==> src/rtl/game_pkg.sv <==
// ---------------------------------------------------------------------------
// game_pkg
//   Shared types and constants for the target game round sequencer.
//   - state_t      : round sequencer states (3-bit encoding)
//   - TIME_W       : width of the seconds countdown
//   - LIFE_W       : width of the per-target lifetime counter
//   - LFSR_W       : width of the pseudo-random generator
//   - IDX_W        : width of a target index (up to 8 targets)
//   - LFSR_TAPS    : feedback mask for x^8 + x^6 + x^5 + x^4 + 1
//   - lfsr_step()  : one Fibonacci shift of the generator
// ---------------------------------------------------------------------------
package game_pkg;

    typedef enum logic [2:0] {
        ST_IDLE     = 3'd0,
        ST_SPAWN    = 3'd1,
        ST_ARMED    = 3'd2,
        ST_COOLDOWN = 3'd3,
        ST_DONE     = 3'd4
    } state_t;

    localparam int TIME_W = 6;
    localparam int LIFE_W = 4;
    localparam int LFSR_W = 8;
    localparam int IDX_W  = 3;

    // Bit n-1 of the mask corresponds to polynomial term x^n.
    localparam logic [LFSR_W-1:0] LFSR_TAPS = 8'b1011_1000;

    // Fibonacci form: XOR of the tapped bits is shifted in at bit 0.
    function automatic logic [LFSR_W-1:0] lfsr_step(input logic [LFSR_W-1:0] cur);
        logic fb;
        fb = ^(cur & LFSR_TAPS);
        return {cur[LFSR_W-2:0], fb};
    endfunction

endpackage

==> src/rtl/tick_edge_sync.sv <==
// ---------------------------------------------------------------------------
// tick_edge_sync
//   Brings a slow, free-running square wave into the clkIn domain and turns
//   each rising edge into a single-cycle pulse. Usable for any slow clock
//   that is only ever treated as data.
//   The pulse is registered and appears three clkIn cycles after the edge
//   is first sampled.
// Ports
//   clkIn       in  1  system clock
//   reset       in  1  asynchronous active-low reset
//   async_in    in  1  slow asynchronous square wave
//   rise_pulse  out 1  one-cycle pulse per rising edge of async_in
// ---------------------------------------------------------------------------
module tick_edge_sync (
    input  logic clkIn,
    input  logic reset,
    input  logic async_in,
    output logic rise_pulse
);

    logic sync1_r;
    logic sync2_r;
    logic sync3_r;
    logic pulse_r;

    // Two-flop synchronizer, one history flop and the registered edge pulse.
    always_ff @(posedge clkIn or negedge reset) begin
        if (!reset) begin
            sync1_r <= 1'b0;
            sync2_r <= 1'b0;
            sync3_r <= 1'b0;
            pulse_r <= 1'b0;
        end else begin
            sync1_r <= async_in;
            sync2_r <= sync1_r;
            sync3_r <= sync2_r;
            pulse_r <= sync2_r & ~sync3_r;
        end
    end

    assign rise_pulse = pulse_r;

endmodule

==> src/rtl/target_scheduler.sv <==
// ---------------------------------------------------------------------------
// target_scheduler
//   Round sequencer behind game_fsm. While game_active is high it runs the
//   round countdown and lights one target at a time (pseudo-random, never the
//   same target twice in a row), detects the matching button press, and
//   reports player_scored / timer_expired back to game_fsm.
// Parameters
//   NUM_TARGETS      number of targets/buttons (2..8)
//   GAME_TIME        round length in seconds (1..63)
//   TARGET_LIFE      seconds a lit target stays armed (1..15)
//   COOLDOWN_CYCLES  clkIn cycles with all LEDs dark between targets (>=1)
//   LFSR_SEED        non-zero reset value of the random generator
// Ports
//   clkIn          in   1            system clock
//   reset          in   1            asynchronous active-low reset
//   incrementClk   in   1            1 Hz square wave, sampled as data
//   game_active    in   1            high while game_fsm is running a round
//   hit_btn        in   NUM_TARGETS  debounced buttons, level, active-high
//   target_led     out  NUM_TARGETS  one-hot lit target, or all zero
//   player_scored  out  1            one-cycle pulse per correct hit
//   timer_expired  out  1            high from countdown end until game_active falls
//   time_left      out  6            seconds remaining
// ---------------------------------------------------------------------------
module target_scheduler
    import game_pkg::*;
#(
    parameter int                NUM_TARGETS     = 4,
    parameter int                GAME_TIME       = 30,
    parameter int                TARGET_LIFE     = 2,
    parameter int                COOLDOWN_CYCLES = 25_000_000,
    parameter logic [LFSR_W-1:0] LFSR_SEED       = 8'hA5
) (
    input  logic                   clkIn,
    input  logic                   reset,
    input  logic                   incrementClk,
    input  logic                   game_active,
    input  logic [NUM_TARGETS-1:0] hit_btn,
    output logic [NUM_TARGETS-1:0] target_led,
    output logic                   player_scored,
    output logic                   timer_expired,
    output logic [TIME_W-1:0]      time_left
);

    localparam int CNT_W = (COOLDOWN_CYCLES > 1) ? $clog2(COOLDOWN_CYCLES) : 1;

    localparam logic [TIME_W-1:0]      GAME_TIME_V = TIME_W'(GAME_TIME);
    localparam logic [LIFE_W-1:0]      LIFE_V      = LIFE_W'(TARGET_LIFE);
    localparam logic [IDX_W-1:0]       LAST_IDX    = IDX_W'(NUM_TARGETS - 1);
    localparam logic [LFSR_W-1:0]      NUM_T_V     = LFSR_W'(NUM_TARGETS);
    localparam logic [NUM_TARGETS-1:0] ONE_LED     = {{(NUM_TARGETS-1){1'b0}}, 1'b1};
    localparam logic [NUM_TARGETS-1:0] NO_LED      = {NUM_TARGETS{1'b0}};
    // The SPAWN cycle is itself dark, so COOLDOWN is entered with the count
    // already at one: total dark time is COOLDOWN_CYCLES (minimum two).
    localparam logic [CNT_W-1:0]       CNT_ENTRY   = CNT_W'(1);
    localparam logic [CNT_W-1:0]       CNT_LAST    = CNT_W'(COOLDOWN_CYCLES - 1);

    // Registered state
    state_t                   state_r;
    logic [NUM_TARGETS-1:0]   target_led_r;
    logic                     player_scored_r;
    logic                     timer_expired_r;
    logic [TIME_W-1:0]        time_left_r;
    logic [LFSR_W-1:0]        lfsr_r;
    logic [IDX_W-1:0]         prev_idx_r;
    logic [LIFE_W-1:0]        life_r;
    logic [CNT_W-1:0]         cool_cnt_r;
    logic [NUM_TARGETS-1:0]   btn_q_r;
    logic [NUM_TARGETS-1:0]   hit_rise_r;

    // Next-state values
    state_t                   state_s;
    logic [NUM_TARGETS-1:0]   target_led_s;
    logic                     player_scored_s;
    logic                     timer_expired_s;
    logic [TIME_W-1:0]        time_left_s;
    logic [IDX_W-1:0]         prev_idx_s;
    logic [LIFE_W-1:0]        life_s;
    logic [CNT_W-1:0]         cool_cnt_s;

    // Decode helpers
    logic                     sec_tick_s;
    logic                     counting_s;
    logic [TIME_W-1:0]        time_dec_s;
    logic                     time_end_s;
    logic [IDX_W-1:0]         raw_idx_s;
    logic [IDX_W-1:0]         spawn_idx_s;
    logic [NUM_TARGETS-1:0]   spawn_led_s;
    logic                     hit_ok_s;

    tick_edge_sync u_sec_tick (
        .clkIn      (clkIn),
        .reset      (reset),
        .async_in   (incrementClk),
        .rise_pulse (sec_tick_s)
    );

    // Per-button rising-edge detection on the debounced levels.
    always_ff @(posedge clkIn or negedge reset) begin
        if (!reset) begin
            btn_q_r    <= NO_LED;
            hit_rise_r <= NO_LED;
        end else begin
            btn_q_r    <= hit_btn;
            hit_rise_r <= hit_btn & ~btn_q_r;
        end
    end

    // Countdown decrement and the 1->0 transition that ends the round.
    always_comb begin
        counting_s = (state_r == ST_SPAWN) || (state_r == ST_ARMED) ||
                     (state_r == ST_COOLDOWN);
        if (sec_tick_s && counting_s && (time_left_r != {TIME_W{1'b0}})) begin
            time_dec_s = time_left_r - TIME_W'(1'b1);
            time_end_s = (time_left_r == TIME_W'(1'b1));
        end else begin
            time_dec_s = time_left_r;
            time_end_s = 1'b0;
        end
    end

    // Target choice: LFSR modulo target count, bumped by one on a repeat.
    always_comb begin
        raw_idx_s = IDX_W'(lfsr_r % NUM_T_V);
        if (raw_idx_s == prev_idx_r) begin
            if (raw_idx_s == LAST_IDX) begin
                spawn_idx_s = {IDX_W{1'b0}};
            end else begin
                spawn_idx_s = raw_idx_s + IDX_W'(1'b1);
            end
        end else begin
            spawn_idx_s = raw_idx_s;
        end
        spawn_led_s = ONE_LED << spawn_idx_s;
    end

    // While armed the lit LED is one-hot, so masking the edges selects the
    // matching button without an index lookup.
    assign hit_ok_s = |(hit_rise_r & target_led_r);

    // Sequencer next-state and output decode.
    always_comb begin
        state_s         = state_r;
        target_led_s    = target_led_r;
        player_scored_s = 1'b0;
        timer_expired_s = timer_expired_r;
        time_left_s     = time_dec_s;
        prev_idx_s      = prev_idx_r;
        life_s          = life_r;
        cool_cnt_s      = cool_cnt_r;

        if (!game_active && (state_r != ST_IDLE)) begin
            // Abort: anything pending (including a same-cycle hit) is dropped.
            state_s         = ST_IDLE;
            target_led_s    = NO_LED;
            timer_expired_s = 1'b0;
            time_left_s     = GAME_TIME_V;
        end else begin
            case (state_r)
                ST_IDLE: begin
                    target_led_s    = NO_LED;
                    timer_expired_s = 1'b0;
                    time_left_s     = GAME_TIME_V;
                    if (game_active) begin
                        state_s = ST_SPAWN;
                    end else begin
                        state_s = ST_IDLE;
                    end
                end

                ST_SPAWN: begin
                    if (time_end_s) begin
                        state_s         = ST_DONE;
                        target_led_s    = NO_LED;
                        timer_expired_s = 1'b1;
                    end else begin
                        state_s      = ST_ARMED;
                        target_led_s = spawn_led_s;
                        prev_idx_s   = spawn_idx_s;
                        life_s       = LIFE_V;
                    end
                end

                ST_ARMED: begin
                    // Priority: countdown end, then hit, then life expiry.
                    if (time_end_s) begin
                        state_s         = ST_DONE;
                        target_led_s    = NO_LED;
                        timer_expired_s = 1'b1;
                    end else if (hit_ok_s) begin
                        state_s         = ST_COOLDOWN;
                        target_led_s    = NO_LED;
                        player_scored_s = 1'b1;
                        cool_cnt_s      = CNT_ENTRY;
                    end else if (sec_tick_s) begin
                        if (life_r <= LIFE_W'(1'b1)) begin
                            state_s      = ST_COOLDOWN;
                            target_led_s = NO_LED;
                            cool_cnt_s   = CNT_ENTRY;
                        end else begin
                            life_s = life_r - LIFE_W'(1'b1);
                        end
                    end else begin
                        state_s = ST_ARMED;
                    end
                end

                ST_COOLDOWN: begin
                    target_led_s = NO_LED;
                    if (time_end_s) begin
                        state_s         = ST_DONE;
                        timer_expired_s = 1'b1;
                    end else if (cool_cnt_r >= CNT_LAST) begin
                        state_s = ST_SPAWN;
                    end else begin
                        cool_cnt_s = cool_cnt_r + CNT_W'(1'b1);
                    end
                end

                ST_DONE: begin
                    state_s         = ST_DONE;
                    target_led_s    = NO_LED;
                    timer_expired_s = 1'b1;
                    time_left_s     = {TIME_W{1'b0}};
                end

                default: begin
                    state_s         = ST_IDLE;
                    target_led_s    = NO_LED;
                    timer_expired_s = 1'b0;
                    time_left_s     = GAME_TIME_V;
                end
            endcase
        end
    end

    // Sequencer state, counters, generator and output registers.
    always_ff @(posedge clkIn or negedge reset) begin
        if (!reset) begin
            state_r         <= ST_IDLE;
            target_led_r    <= NO_LED;
            player_scored_r <= 1'b0;
            timer_expired_r <= 1'b0;
            time_left_r     <= GAME_TIME_V;
            lfsr_r          <= LFSR_SEED;
            prev_idx_r      <= {IDX_W{1'b0}};
            life_r          <= {LIFE_W{1'b0}};
            cool_cnt_r      <= {CNT_W{1'b0}};
        end else begin
            state_r         <= state_s;
            target_led_r    <= target_led_s;
            player_scored_r <= player_scored_s;
            timer_expired_r <= timer_expired_s;
            time_left_r     <= time_left_s;
            lfsr_r          <= lfsr_step(lfsr_r);
            prev_idx_r      <= prev_idx_s;
            life_r          <= life_s;
            cool_cnt_r      <= cool_cnt_s;
        end
    end

    assign target_led    = target_led_r;
    assign player_scored = player_scored_r;
    assign timer_expired = timer_expired_r;
    assign time_left     = time_left_r;

endmodule

==> config.mk <==
export PLATFORM = sky130hd
export DESIGN_NAME = target_scheduler
export DESIGN_NICKNAME = d
export VERILOG_FILES = /design/src/rtl/game_pkg.sv /design/src/rtl/tick_edge_sync.sv /design/src/rtl/target_scheduler.sv
export SDC_FILE = /design/constraint.sdc
export NUM_CORES = 1
export LEC_CHECK = 0
export CAP_MARGIN = 30
export CORE_MARGIN = 2
export CORE_UTILIZATION = 40
export CTS_BUF_LIST = sky130_fd_sc_hd__clkbuf_16
export DETAILED_ROUTE_END_ITERATION = 6
export PLACE_DENSITY = 0.65
export SLEW_MARGIN = 20
export SYNTH_ARGS = -nofsm -noshare
export SYNTH_HDL_FRONTEND = slang
export SYNTH_SLANG_ARGS = --single-unit
export TNS_END_PERCENT = 10
==> constraint.sdc <==
create_clock -name clkIn -period 2.2 [get_ports clkIn]
set_input_delay 0.33 -clock clkIn [delete_from_list [all_inputs] [get_ports clkIn]]
set_output_delay 0.33 -clock clkIn [all_outputs]
set_load 0.01 [all_outputs]
==> run metrics, run 1 <==
clk buf depth 2; Leakage about 1.9 nW; port bufs 19; Fin Setup TNS -0.05075 ns; slew margin rel. 47.76%; final hold slack -0.0002557 ns; Vias roughly 3000; final RePlAce weighted congestion 0.8632; root buffer cell clkbuf_16; Mapped Area around 3400 um^2; RSZ-0062 raised after global routing true; post-synthesis cell count approximately 350; Async SR Flop Fraction 100.0%; wire length on met2 roughly 4000 um; Post-Route WL 8298 um; Post-synth EDFFs 0; H-Tree Depth 3; Worst Reg-to-Reg Cells 7; commonest non-fill, non-tap cell in the layout dfrtp_1; Final setup viols 1; Seq/Total Area, Yosys about half; DR iter-0 viols 152; commonest cells after routing, fill and taps aside dfrtp_1, buf_4, nor2_1; initial antenna violation count 0; skew final a little over 0.009 ns; core area a little over 8000 um^2; Final ANT Viol Nets 0; DRC 0; status finished with violations; Critical Setup Path Class reg -> reg; Die Area around 9300 um^2; Max rail drop VDD between 0.6 and 0.7 mV; Synth top area share between 40% and 50%; area leader, netlist dfrtp_1; synth top area cells dfrtp_1, dfstp_2, a31oi_1; final hold violations 1; CTS Hold Bufs 0; IO Pins 20; DP HPWL around 5500 um; period utilization 102.3%; met1 WL approximately 3800 um; crit end category register; Pre-antenna DRT Iters 4; nets@finish about 420; cell area power density ~920 nW/um^2; FMAX 444.3 MHz; max cap viols 0; YS warnings 0; Synth Flop Type dfrtp_1; worst-margin pin slew 0.7812 ns; vias per cell ~5.7; total CTS buffers 9; #FFs+latches synth 66; pin count of the biggest net entering global routing 67; Row Count 33; min cycle time layout 2.251 ns; CP Max Fanout 2; synth-to-layout area growth 28.68%; CP Launch Type register; Reg2Reg Capture Point cool_cnt_r[19]; min-delay worst type in -> async; WP data arrival 2.46 ns; failing checks hold timing, setup timing; first-pass GRT wire length about 14000 um; fill cell count about 750; GRT Total Usage 19.75%; fraction of layout cells with a size suffix above 1 23.17%; Wirelength per Cell roughly 16 um; Unique masters post-synth 65; met3 WL ~430 um; crit path setup slack, layout -0.05075 ns; clock net sink count 66; Reg clk slew, reported paths roughly 0.06 ns; syn_nets 361; die width 96.41 um; Initial Util between 40 and 50%; pins over their slew limit 0; Clock Latency Late Sink between 0.3 and 0.4 ns; ant diodes 0; total gr overflow 0; Worst EP required ~2.4 ns; Top Layer Used met4; Die Y around 96 um; reg-to-reg slack, setup -0.05 ns; total power after layout 4.037 mW; mean area per synthesized cell roughly 9.8 um^2; RR Startpoint time_left[1]; CTS tree done; vias in the first global route between 2000 and 3000
synthesized netlist by cell type (all sizes together), types with 3 or more instances:
library cell  count
mux2i             4
or4               3
a22oi             3
and3             11
a32o              4
o21a              3
dfrtp            58
nor2             28
nand2            22
inv              16
nor3              9
nor4              3
a31oi            26
o211ai            3
nand4             7
nand3            14
nor2b             8
dfstp             8
xnor2             5
and2              5
and4              3
o31ai             3
buf              13
ha                6
a211oi            3
o21ai            26
a21oi             8
nand2b            8
clkbuf            3
logic make-up after synthesis:
group | synth area share (%)
mux | 1.832
xor+xnor | 1.795
simple gates | 22.42
flops | 48.64
buf+inv | 4.139
compound gates | 18.97
fa+ha+maj | 2.198
cell type report:
cell class / instances / area (um^2) / area share, %
Inverter: 16 / 60.06 / 1.366
Clock inverter: 7 / 75.07 / 1.708
Tap cell: 105 / 131.4 / 2.989
Sequential cell: 66 / 1662 / 37.80
Multi-Input combinational cell: 249 / 1698 / 38.63
Timing Repair Buffer: 63 / 544.3 / 12.38
Clock buffer: 9 / 225.2 / 5.124
worst max-delay path, stage by stage (launching register included):
cell,delay (ns)
dfstp_2,0.54
inv_2,0.05
ha_4,0.14
and4bb_4,0.20
a2111oi_4,0.43
o221ai_2,0.16
or2_1,0.25
a221o_1,0.36
stage by stage:
stage	area, um^2	hold slack, ns	util [%]	setup slack [ns]	instances
2_1_floorplan	3421	0.03441	-	-0.03346	347
3_3_place_gp	3981	0.3367	48.21	-0.04635	495
3_5_place_dp	3981	0.3355	48.21	-0.1400	495
4_1_cts	4344	0.02336	52.61	-0.005118	514
5_1_grt	4395	0.04257	53.23	-0.09059	515
6_report	4395	-0.0002557	53.23	-0.05075	515
layer usage:
metal  GRT usage (%)  up-vias
met5               0        -
met4           6.690        0
met3           4.888       10
met2           31.71       93
met1           26.21     1437
li1                -     1417
repair_timing:
action | 4_1_cts | 5_1_grt
gates resized for setup | 6 | 15
setup endpoints to repair | 22 | 26
pin swaps | 5 | 8
buffers inserted | 3 | 1
endpoints found under the hold margin | 0 | 0
report_power, final:
group / internal (mW) / leakage, nW / switching (mW)
Clock: 0.884 / 0.140 / 0.565
Combinational: 0.454 / 0.912 / 0.542
Sequential: 1.39 / 0.842 / 0.202
worst max path at each step:
stage                  from              to  depth (start not counted)
2_1_floorplan  time_left[1]  cool_cnt_r[19]                          7
6_report       time_left[1]  cool_cnt_r[19]                          7
3_3_place_gp   time_left[1]  cool_cnt_r[19]                          7
5_1_grt        time_left[1]  cool_cnt_r[19]                          7
4_1_cts        time_left[1]  cool_cnt_r[19]                          8
3_5_place_dp   time_left[1]  cool_cnt_r[19]                          7
registers in the layout, summed over array words and instances, names as in the netlist, 2 cells and up:
register / cells
cool_cnt_r: 25
time_left: 6
hit_rise_r: 4
state_r: 3
target_led: 4
life_r: 4
lfsr_r: 8
btn_q_r: 4
prev_idx_r: 2
(Power assumes the default switching activity.)
==> inputs of run 2 (changes only) <==
--- a/config.mk
+++ b/config.mk
@@ -6,11 +6,11 @@
 export NUM_CORES = 1
 export LEC_CHECK = 0
 export CAP_MARGIN = 30
-export CORE_MARGIN = 2
+export CORE_MARGIN = 3
 export CORE_UTILIZATION = 40
 export CTS_BUF_LIST = sky130_fd_sc_hd__clkbuf_16
 export DETAILED_ROUTE_END_ITERATION = 6
-export PLACE_DENSITY = 0.65
+export PLACE_DENSITY = 0.59
 export SLEW_MARGIN = 20
 export SYNTH_ARGS = -nofsm -noshare
 export SYNTH_HDL_FRONTEND = slang
==> run 2 against run 1 <==
The run still ends with hold timing, setup timing left. Setup slack improved by 0.042 ns. Clock skew down 0.0039 ns. Clock-buffer cell count stayed put. Die area rose by 4.2%. Routed wire length rose by 1.3%. Combinational power grew 7%. Flip-flop and latch count unchanged. Fmax grew 1.9%. Non-clock buffer count increased by 8. Register-to-register slack better by 0.04 ns. Critical path depth is 2 higher. Worst hold slack worse by 0.00084 ns.
==> run metrics, run 2 (synthesis results as in run 1) <==
fin cells 523 (was 515); commonest cells after routing, fill and taps aside dfrtp_1, buf_4, nor2_1 (unchanged); DRC 0 (unchanged); clock net sink count 66 (unchanged); fraction of layout cells with a size suffix above 1 25.36% (was 23.17%); max cap viols 0 (unchanged); port bufs 19 (unchanged); Worst EP required 2.40 ns (was 2.41 ns); Post-Route WL 8409 um (was 8298 um); Die Area 9685 um^2 (was 9295 um^2); Placed Cells 502 (was 495); initial antenna violation count 0 (unchanged); Final ANT Viol Nets 0 (unchanged); FMAX 452.7 MHz (was 444.3 MHz); nets@finish 427 (was 419); root buffer cell clkbuf_16 (unchanged); Vias 2971 (was 2957); skew final 0.005501 ns (was 0.009351 ns); Initial Util 41.36% (unchanged); max FFs per register 25 (unchanged); CP Max Fanout 7 (was 2); pins over their slew limit 0 (unchanged); Pre-antenna DRT Iters 4 (unchanged); Final setup viols 1 (unchanged); vias in the first global route 2927 (was 2918); first-pass GRT wire length 14060 um (was 13930 um); failing checks hold timing, setup timing (unchanged); Die Y 98.41 um (was 96.41 um); CTS Hold Bufs 0 (unchanged); total CTS buffers 9 (unchanged); Reg2Reg Capture Point cool_cnt_r[2] (was cool_cnt_r[19]); Critical Setup Path Class reg -> reg (unchanged); commonest non-fill, non-tap cell in the layout dfrtp_1 (unchanged); GRT Total Usage 17.76% (was 19.75%); synth-to-layout area growth 30.66% (was 28.68%); final hold slack -0.001095 ns (was -0.0002557 ns); Leakage 1.938 nW (was 1.894 nW); crit end category register (unchanged); Row Count 33 (unchanged); IO Pins 20 (unchanged); crit path setup slack, layout -0.009123 ns (was -0.05075 ns); slew margin rel. 48.08% (was 47.76%); Worst Setup EP cool_cnt_r[2] (was cool_cnt_r[19]); pin count of the biggest net entering global routing 67 (unchanged); DP HPWL 5741 um (was 5524 um); Clock Latency Late Sink 0.33 ns (about the same); RR Startpoint time_left[1] (unchanged); Worst Reg-to-Reg Cells 9 (was 7); core area 8258 um^2 (unchanged); Top reg by flops cool_cnt_r (unchanged); min-delay worst type in -> async (unchanged); CP Launch Type register (unchanged); period utilization 100.4% (was 102.3%); vias per cell 5.681 (was 5.742); reg-to-reg slack, setup -0.009 ns (was -0.05 ns); status finished with violations (unchanged); worst-margin pin slew 0.7764 ns (was 0.7812 ns); WP data arrival 2.41 ns (was 2.46 ns); final hold violations 3 (was 1); Wirelength per Cell 16.08 um (was 16.11 um); min cycle time layout 2.209 ns (was 2.251 ns); clk buf depth 2 (unchanged); DR iter-0 viols 171 (was 152); Max rail drop VDD 0.5281 mV (was 0.6356 mV); ant diodes 0 (unchanged); register area 1662 um^2 (unchanged); total power after layout 4.087 mW (was 4.037 mW); total gr overflow 0 (unchanged); H-Tree Depth 3 (unchanged); Multi-input gate area 1689 um^2 (was 1698 um^2); worst setup path start time_left[1] (unchanged); final RePlAce weighted congestion 0.8239 (was 0.8632); CTS tree done (unchanged); die width 98.41 um (was 96.41 um); cell area power density 915.7 nW/um^2 (was 918.5 nW/um^2); RSZ-0062 raised after global routing true (unchanged); fill cell count 744 (was 749); Reg clk slew, reported paths 0.06 ns (about the same)
## run 2: cell count changes in the layout (fill, tap and decap cells not counted), moves of 2 or more
cell	before	now
a41oi_2	2	0
o21ai_1	8	6
buf_4	41	47
o21ai_2	0	2
a41oi_1	0	2
## run 2: final cells by class
class                   count  share of cell area (%)
multi-input cells         249                   37.85
flip-flops and latches     66                   37.23
repair buffers             71                   13.88
clock buffers               9                   5.046
well taps                 105                   2.944
clock inverters             7                   1.710
inverters                  16                   1.346
## run 2: worst max-delay path, cell delays in order, from the launching register on
cell and delay [ns]:
dfstp_2 0.53, inv_2 0.04, ha_2 0.16, and4bb_4 0.21, a2111oi_4 0.36, a311oi_2 0.10, buf_4 0.19, buf_4 0.14
o31ai_1 0.26, o21ai_1 0.10
## run 2: through the flow
| step | util (%) | setup TNS, ns | setup slack [ns] | hold WS (ns) | area (um^2) |
|---|---|---|---|---|---|
| 2_1_floorplan | - | -0.03346 | -0.03346 | 0.03441 | 3421 |
| 3_3_place_gp | 48.85 | -0.04269 | -0.04122 | 0.3340 | 4034 |
| 3_5_place_dp | 48.85 | -0.7788 | -0.1164 | 0.3387 | 4034 |
| 4_1_cts | 52.89 | 0 | 0.002274 | 0.02636 | 4368 |
| 5_1_grt | 54.05 | -0.5524 | -0.09961 | 0.02963 | 4463 |
| 6_report | 54.05 | -0.009123 | -0.009123 | -0.001095 | 4463 |
## run 2: power breakdown
group	leakage [nW]	switching, mW	internal (mW)
sequential	0.842	0.181	1.39
clock	0.142	0.565	0.884
combinational	0.953	0.573	0.493
total	1.94	1.32	2.77
## run 2: metal layers
layer | part of all wire (%) | vias up | GRT usage (%)
met2 | 46 | 85 | 27.46
met4 | 1.3 | 0 | 5.042
met5 | 0 | - | 0
li1 | - | 1427 | -
met1 | 48 | 1448 | 24.99
met3 | 4.3 | 11 | 4.317
## run 2: worst min-delay path by stage
stage,to,slack (ns)
after global routing,cool_cnt_r[10],0.03
final,cool_cnt_r[13],-0.001
after CTS,cool_cnt_r[8],0.03
after global placement,u_sec_tick.sync2_r,0.33
after detailed placement,u_sec_tick.sync2_r,0.34
after floorplan,btn_q_r[0],0.03
## run 2: timing repair
item	CTS	global route
cloned	0	2
gates resized for setup	6	17
pin swaps	2	3
setup buffers	0	3
endpoints found under the setup margin	24	21
==> inputs of run 3 (changes only) <==
==> constraint.sdc (replaced) <==
create_clock -name clkIn -period 2 [get_ports clkIn]
set_input_delay 0.3 -clock clkIn [delete_from_list [all_inputs] [get_ports clkIn]]
set_output_delay 0.3 -clock clkIn [all_outputs]
set_load 0.01 [all_outputs]
==> run 3 against run 2 <==
Sequential share of layout area decreased by 0.85 points. Sequential power rose by 9%. Setup slack worse by 0.13 ns. First-iteration DRC count increased by 18%. Critical path type unchanged. Flip-flop and latch count unchanged. The flow finishes with violations (setup timing). Routed wire length decreased by 2.5%.
==> run metrics, run 3 (synthesis results as in run 1) <==
CP cell instances inv_2, ha_4, and4bb_4, a2111oi_4, o221ai_2, or2_1, a221o_1 (was inv_2, ha_2, and4bb_4, a2111oi_4, a311oi_2, buf_4, buf_4, o31ai_1, o21ai_1); fraction of layout cells with a size suffix above 1 27.50% (was 25.36%); DR iter-0 viols 202 (was 171); status finished with violations (unchanged); fin cells 545 (was 523); period utilization 106.9% (was 100.4%); DP HPWL 5839 um (was 5741 um); critical path depth 7 (was 9); total CTS buffers 9 (unchanged); Vias 3015 (was 2971); cell area power density 963.4 nW/um^2 (was 915.7 nW/um^2); die width 98.41 um (unchanged); vias in the first global route 3019 (was 2927); commonest non-fill, non-tap cell in the layout buf_4 (was dfrtp_1); Max rail drop VDD 0.5569 mV (was 0.5281 mV); Placed Area 4234 um^2 (was 4034 um^2); GRT Total Usage 18.25% (was 17.76%); Buf+Inv Stages, Crit Path 1 (was 3); nets@finish 449 (was 427); skew final 0.01018 ns (was 0.005501 ns); slew margin rel. 62.38% (was 48.08%); total power after layout 4.400 mW (was 4.087 mW); total gr overflow 0 (unchanged); Final ANT Viol Nets 0 (unchanged); Die Y 98.41 um (unchanged); vias per cell 5.532 (was 5.681); Initial Util 41.36% (unchanged); fill cell count 746 (was 744); final hold violations 0 (was 3); switching share of power 31.30% (was 32.29%); CP top delay family compound AO/OA/AOI/OAI gates (unchanged); Leakage 2.029 nW (was 1.938 nW); Placed Cells 525 (was 502); crit end category register (unchanged); Psw 1.377 mW (was 1.319 mW); CP max-delay cell dfstp_2 (unchanged); worst-margin pin slew 0.5643 ns (was 0.7764 ns); failing checks setup timing (was hold timing, setup timing); crit path setup slack, layout -0.1389 ns (was -0.009123 ns); Int Pwr 3.023 mW (was 2.767 mW); delay of the slowest cell on the worst path 0.53 ns (about the same); CTS tree done (unchanged); RSZ-0062 raised after global routing true (unchanged); max FFs per register 25 (unchanged); Clock Latency Late Sink 0.32 ns (was 0.33 ns); CP Max Fanout 4 (was 7); port bufs 19 (unchanged); Critical Setup Path Class reg -> reg (unchanged); final RePlAce weighted congestion 0.8319 (was 0.8239); min-delay worst type reg -> reg (was in -> async); min cycle time layout 2.139 ns (was 2.209 ns); final instance area 4567 um^2 (was 4463 um^2); clock share of power 30.3% (was 35.5%); root buffer cell clkbuf_16 (unchanged); FMAX 467.5 MHz (was 452.7 MHz); commonest cells after routing, fill and taps aside buf_4, dfrtp_1, nor2_1 (was dfrtp_1, buf_4, nor2_1); initial antenna violation count 0 (unchanged); Top reg by flops cool_cnt_r (unchanged); IO Pins 20 (unchanged); core area 8258 um^2 (unchanged); Pre-antenna DRT Iters 5 (was 4); Wirelength per Cell 15.04 um (was 16.08 um); clk buf depth 2 (unchanged); Die Area 9685 um^2 (unchanged); max cap viols 0 (unchanged); Row Count 33 (unchanged); synth-to-layout area growth 33.70% (was 30.66%); WP data arrival 2.35 ns (was 2.41 ns); CP Launch Type register (unchanged); first-pass GRT wire length 14370 um (was 14060 um); Worst Reg-to-Reg Cells 7 (was 9); clock net sink count 66 (unchanged); Reg clk slew, reported paths 0.05 ns (was 0.06 ns); Worst EP required 2.21 ns (was 2.40 ns); pin count of the biggest net entering global routing 46 (was 67); DP Worst Slack -0.1513 ns (was -0.1164 ns); hold path cells 0; pins over their slew limit 0 (unchanged); Post-Route WL 8196 um (was 8409 um); Flop pwr share 38.9% (was 38.4%); ant diodes 0 (unchanged); Logic pwr share 30.8% (was 26.1%); Final setup viols 24 (was 1); H-Tree Depth 3 (unchanged); DRC 0 (unchanged)
[run 3: cell count changes in the layout (fill, tap and decap cells not counted), sizes merged]
cell,change
buf,+22
clkbuf,-1
bufinv,-1
dlygate4sd3,+1
clkinv,+3
clkinvlp,-2
[run 3: cell type report]
class	count	area, um^2	share of cell area (%)
clock buffer	9	225.2	4.932
clock inverter	7	28.78	0.6301
inverter	16	60.06	1.315
multi-input combinational	249	1704	37.31
sequential	66	1662	36.38
tap	105	131.4	2.877
timing repair buffer	93	755.7	16.55
[run 3: power by group through the flow]
stage               combinational [mW]  sequential [mW]  clock [mW]
global placement                  1.28             1.73           0
floorplan                        0.684             1.71           0
finish                            1.36             1.71        1.33
detailed placement                1.30             1.73           0
CTS                               1.33             1.71        1.37
global route                      1.51             1.74        1.44
[run 3: routing by layer]
metal	GRT usage [%]	wire, um
met3	3.892	270
met5	0	0
met1	26.26	4048
met2	27.35	3786
met4	6.408	91
[run 3: worst paths after layout]
path / from / to / slack, ns
min in group asynchronous: reset / cool_cnt_r[6] / 0.49
hold / removal: u_sec_tick.sync1_r / u_sec_tick.sync2_r / 0.35
max in group asynchronous: reset / lfsr_r[2] / 1.00
hold reg to reg: u_sec_tick.sync1_r / u_sec_tick.sync2_r / 0.35
setup / recovery: time_left[1] / cool_cnt_r[19] / -0.14
setup reg to reg: time_left[1] / cool_cnt_r[19] / -0.14
[run 3: through the flow]
stage                     setup TNS, ns  hold slack [ns]  utilization (%)
after global placement           -1.106           0.3015            51.27
after floorplan                 -0.7710         0.004409                -
after detailed placement         -2.253           0.3077            51.27
after global routing             -5.163           0.3548            55.30
after CTS                        -1.937           0.3524            54.71
final                            -2.304           0.3473            55.30
[run 3: timing repair]
| action | 4_1_cts | 5_1_grt |
|---|---|---|
| gates resized for setup | 6 | 11 |
| pin swaps | 2 | 4 |
| buffers inserted | 1 | 2 |
| hold endpoints to repair | 17 | 0 |
| hold buffers | 1 | 0 |
| setup endpoints to repair | 25 | 35 |
